===== src/rtl/phy_tx_serializer.sv =====
// Transmit PHY serializer: four byte-wide lane buffers interleaved round-robin
// into one MSB-first bit stream, preceded by a COM training burst after reset.
module phy_tx_serializer #(
  parameter logic [7:0] COM_SYM   = 8'hBC,
  parameter logic [7:0] IDLE_SYM  = 8'h7C,
  parameter int         COM_COUNT = 4
) (
  input  logic       clk,
  input  logic       reset,
  input  logic [7:0] data_in0,
  input  logic [7:0] data_in1,
  input  logic [7:0] data_in2,
  input  logic [7:0] data_in3,
  input  logic       valid_in0,
  input  logic       valid_in1,
  input  logic       valid_in2,
  input  logic       valid_in3,
  output logic       ready_out0,
  output logic       ready_out1,
  output logic       ready_out2,
  output logic       ready_out3,
  output logic       data_out,
  output logic       sym_start,
  output logic       active_out
);

  localparam logic [3:0] COM_LIMIT = 4'(COM_COUNT);

  typedef enum logic {TRAIN, DATA} state_t;

  state_t      state, state_nxt;
  logic [3:0]  com_cnt, com_cnt_nxt;
  logic [1:0]  lane_ptr, lane_ptr_nxt;
  logic [2:0]  bit_cnt;
  logic [7:0]  shift;
  logic [7:0]  next_sym;
  logic        boundary;
  logic        load_slot;
  logic [7:0]  lane_buf [4];
  logic [7:0]  lane_data [4];
  logic [3:0]  valid, ready, full, full_nxt, accept, drain;

  assign lane_data[0] = data_in0;
  assign lane_data[1] = data_in1;
  assign lane_data[2] = data_in2;
  assign lane_data[3] = data_in3;
  assign valid        = {valid_in3, valid_in2, valid_in1, valid_in0};
  assign ready_out0   = ready[0];
  assign ready_out1   = ready[1];
  assign ready_out2   = ready[2];
  assign ready_out3   = ready[3];

  assign boundary = (bit_cnt == 3'd7);
  // The boundary that ends the COM burst already carries the lane-0 data slot.
  assign load_slot = boundary && ((state == DATA) || (com_cnt == COM_LIMIT));
  assign accept   = valid & ready;

  always_comb begin
    state_nxt    = state;
    com_cnt_nxt  = com_cnt;
    lane_ptr_nxt = lane_ptr;
    next_sym     = IDLE_SYM;
    drain        = '0;
    if (load_slot) begin
      state_nxt    = DATA;
      lane_ptr_nxt = lane_ptr + 2'd1;
      if (full[lane_ptr]) begin
        next_sym        = lane_buf[lane_ptr];
        drain[lane_ptr] = 1'b1;
      end
    end else if (boundary) begin
      next_sym    = COM_SYM;
      com_cnt_nxt = com_cnt + 4'd1;
    end
    full_nxt = (full & ~drain) | accept;
  end

  always_ff @(posedge clk) begin
    if (!reset) begin
      state      <= TRAIN;
      com_cnt    <= '0;
      lane_ptr   <= '0;
      bit_cnt    <= 3'd7;
      shift      <= '0;
      data_out   <= 1'b0;
      sym_start  <= 1'b0;
      active_out <= 1'b0;
      full       <= '0;
      ready      <= '0;
    end else begin
      state      <= state_nxt;
      com_cnt    <= com_cnt_nxt;
      lane_ptr   <= lane_ptr_nxt;
      active_out <= (state_nxt == DATA);
      full       <= full_nxt;
      ready      <= ~full_nxt;
      if (boundary) begin
        data_out  <= next_sym[7];
        shift     <= {next_sym[6:0], 1'b0};
        bit_cnt   <= 3'd0;
        sym_start <= 1'b1;
      end else begin
        data_out  <= shift[7];
        shift     <= {shift[6:0], 1'b0};
        bit_cnt   <= bit_cnt + 3'd1;
        sym_start <= 1'b0;
      end
    end
  end

  // Payload registers carry no reset; the full flags alone say whether they hold data.
  always_ff @(posedge clk) begin
    for (int i = 0; i < 4; i++) begin
      if (accept[i]) lane_buf[i] <= lane_data[i];
    end
  end

endmodule


===== config.mk =====
export PLATFORM = sky130hd
export DESIGN_NAME = phy_tx_serializer
export DESIGN_NICKNAME = d
export VERILOG_FILES = /design/src/rtl/phy_tx_serializer.sv
export SDC_FILE = /design/constraint.sdc
export NUM_CORES = 1
export LEC_CHECK = 0
export BUFFER_PORTS_ARGS = -buffer_cell sky130_fd_sc_hd__buf_2
export CAP_MARGIN = 10
export CORE_MARGIN = 8
export CORE_UTILIZATION = 25
export DETAILED_ROUTE_END_ITERATION = 12
export GPL_TIMING_DRIVEN = 0
export SLEW_MARGIN = 20
export SYNTH_ARGS = -nofsm -noshare
export SYNTH_HDL_FRONTEND = slang
export SYNTH_SLANG_ARGS = --single-unit

===== constraint.sdc =====
create_clock -name clk -period 2 [get_ports clk]
set_clock_uncertainty 0.05 [all_clocks]
set_input_delay 0.4 -clock clk [delete_from_list [all_inputs] [get_ports clk]]
set_output_delay 0.4 -clock clk [all_outputs]
set_load 0.1 [all_outputs]

==> impl_metrics.py <==
metrics = {
    "logic_synthesis": {
        "ys.flop_type": "edfxtp_1",
        "yosysSeqAreaShare_pct": 66.3,
        "synth_nets": 205,
        "syn_avg_cell_area_um2": 14.6,
        "yosysWarnings": 0,
        "syn_inst": 159,
        "ys_ff_latch": 61,
        "synthArstFlopShare_pct": 0,
        "synth_top_area_share_pct": 41.3,
        "syn-cell-area_um2": 2330,
        "synth_cell_types": 28,
        "synth_edf_count": 32,
        "yosys.area.top_type": "edfxtp_1",
        "yosys-top-cells-area": "edfxtp_1 (41%), dfxtp_1 (25%), mux4_2 (8.7%), ha_1 (4.3%), o221a_2 (1.9%)",
    },
    "drt": {
        "via_count": 1439,
        "vias_per_cell": 4.37,
        "drt-wirelength-per-cell_um": 14.6,
        "antenna_left": 0,
        "drt-total-wl_mm": 4.81,
        "drcViolationCount": 0,
        "dr.first_iter.drc_count": 98,
        "dr.pass1.iters": 4,
    },
    "floorplanning": {
        "die_w_um": 112,
        "rows": 35,
        "core_um2": 9150,
        "die_h_um": 112,
        "die_area_um2": 12600,
        "ios": 45,
        "initial_core_util_pct": 25.4,
    },
    "worst_setup_path": {
        "path_cells": "inv_1 -> ha_1 -> nand3b_1 -> a21boi_4 -> nand2_2 -> o221a_2",
        "cp_data_arrival_time_ps": 1870,
        "worstSetupStartpointType": "flop",
        "slowest_stage": "dfxtp_1",
        "cp_top_family": "compound AO/OA/AOI/OAI gates",
        "slowest_delay_ps": 350,
        "cp.buffers_inverters": 1,
        "cp.required_ps": 2180,
        "end_kind": "flop",
        "critPathKind": "reg -> reg",
        "path_max_fanout": 9,
    },
    "cts": {
        "cts_resized": 0,
        "worstSkewPairLatency_ps": 340,
        "clockBufferDepth": 2,
        "cts_setup_buffers": 0,
        "cts-root-buf": "clkbuf_8",
        "path_clk_slew_ps": 70,
        "numCtsBuffers": 9,
        "cts_tree": "yes",
        "htreeDepth": 3,
        "cts_hold_buf": 0,
        "cts.sink_count": 61,
    },
    "final_layout": {
        "fill_cells": 912,
        "fin_cells": 329,
        "fin_nets": 259,
        "design_area_um2": 2870,
        "syn2layout_area_growth_pct": 23.2,
        "diodes": 0,
        "fin_util_pct": 31.3,
        "drive_above_1_share_pct": 33.9,
    },
    "pwr": {
        "switching_share_pct": 25.7,
        "p_int_mw": 2.12,
        "finalPower_mw": 2.85,
        "netSwitchingPower_mw": 0.734,
        "powerDensity_nw_per_um2": 996,
        "p_leak_nw": 1.10,
        "pwr-share-comb_pct": 12.8,
        "p_seq_share_pct": 50.9,
        "p_clk_share_pct": 36.4,
        "ir_drop_uv": 458,
    },
    "run_status": {
        "outcome": "finished, final reports clean",
    },
    "sta": {
        "hold_viol": 0,
        "tns_ps": 0,
        "fin_ws_ps": 310,
        "timing.fmax_ghz": 0.592,
        "drv_slew": 0,
        "worst_slew_pin_slew_ps": 500,
        "slew_headroom_pct": 66.9,
        "layout_min_cycle_time_ps": 1690,
        "rsz0062_at_grt": "no",
        "fin_crit_sh_pct": 84.5,
        "hold_slack_ps": 184,
        "setup_violations": 0,
    },
    "place": {
        "placed_cells": 313,
        "postPlaceCellArea_um2": 2680,
        "port_buffers": 43,
        "dpl_worst_slack_ps": 326,
        "dp_hpwl_mm": 3.43,
        "gp_congestion": 0.718,
    },
    "global_routing": {
        "grt_max_degree": 11,
        "antenna_found_initial": 0,
        "grt.overflow.total": 0,
        "grt_pass1_vias": 1527,
        "track_usage_pct": 8.47,
        "grt_pass1_wl_mm": 8.06,
    },
    "run": {
        "drv_cap": 0,
    },
    "worst_hold_path": {
        "hold_path.class": "in -> reg",
    },
}
-- cell usage after synthesis, types with 2 or more instances --
master     n
edfxtp_1  32
dfxtp_1   29
nand2_1   11
inv_1      9
mux4_2     9
ha_1       8
nand3_1    7
o21ai_0    7
clkbuf_1   6
and2_1     5
a31oi_1    4
nand2b_1   4
o221a_2    4
o22ai_1    4
nand3b_1   3
xnor2_1    3
mux2i_1    2
nor2b_1    2
-- sequential cells by signal, summed over array words and instances (netlist names), named ones only --
register   flops
bit_cnt        3
com_cnt        4
data_out       1
full           4
lane_buf      32
lane_ptr       2
ready          4
shift          7
state          1
sym_start      1
-- area by class of cell --
class                   count  area (um2)  area share [%]
plain buffers               7        30.0            1.05
clock inverters             4        48.8            1.70
well taps                 111         139            4.85
flip-flops and latches     61        1540            53.8
repair buffers             43         215            7.51
clock buffers              12         135            4.72
multi-input cells          82         721            25.2
inverters                   9        33.8            1.18
-- logic make-up after synthesis --
family / Yosys count / share of synthesized area (%)
AO/OA/AOI/OAI: 24 / 7.58
multiplexers: 11 / 9.57
adder cells (fa/ha/maj): 8 / 4.30
AND/OR/NAND/NOR: 36 / 8.39
buffers and inverters: 16 / 2.74
flip-flops: 61 / 66.3
XOR/XNOR: 3 / 1.13
-- power groups by stage --
stage	clock network, mW	registers (mW)	logic (mW)
floorplan	0	1.58	0.164
global placement	0	1.48	0.363
detailed placement	0	1.48	0.370
CTS	1.07	1.45	0.372
global route	1.14	1.46	0.404
finish	1.04	1.45	0.365
-- path summary, 6_finish.rpt --
check	end	from	slack, ps	depth (start not counted)
min reg2reg	bit_cnt[0]	bit_cnt[0]	400	1
max reg2reg	shift[6]	com_cnt[0]	310	6
max	shift[6]	com_cnt[0]	310	6
min	lane_buf[0][0]	data_in0[0]	180	1
-- metal layers --
| metal | track usage (%) | part of all wire [%] |
|---|---|---|
| met2 | 12.3 | 45 |
| met3 | 2.90 | 4.6 |
| met5 | 0 | 0 |
| met4 | 5.67 | 2.6 |
| met1 | 10.4 | 48 |
-- cells in the final DEF, fill, tap and decap left out, drive strengths merged, types with 4 or more instances in the layout --
master | netlist | layout
nand2b | 4 | 4
nand3 | 7 | 7
mux4 | 9 | 9
o21ai | 7 | 7
o22ai | 4 | 4
inv | 9 | 9
ha | 8 | 8
and2 | 6 | 6
edfxtp | 32 | 32
o221a | 4 | 4
a31oi | 4 | 4
clkbuf | 6 | 18
nand2 | 12 | 12
buf | 1 | 44
dfxtp | 29 | 29
Power figures use the tool's default switching activity.
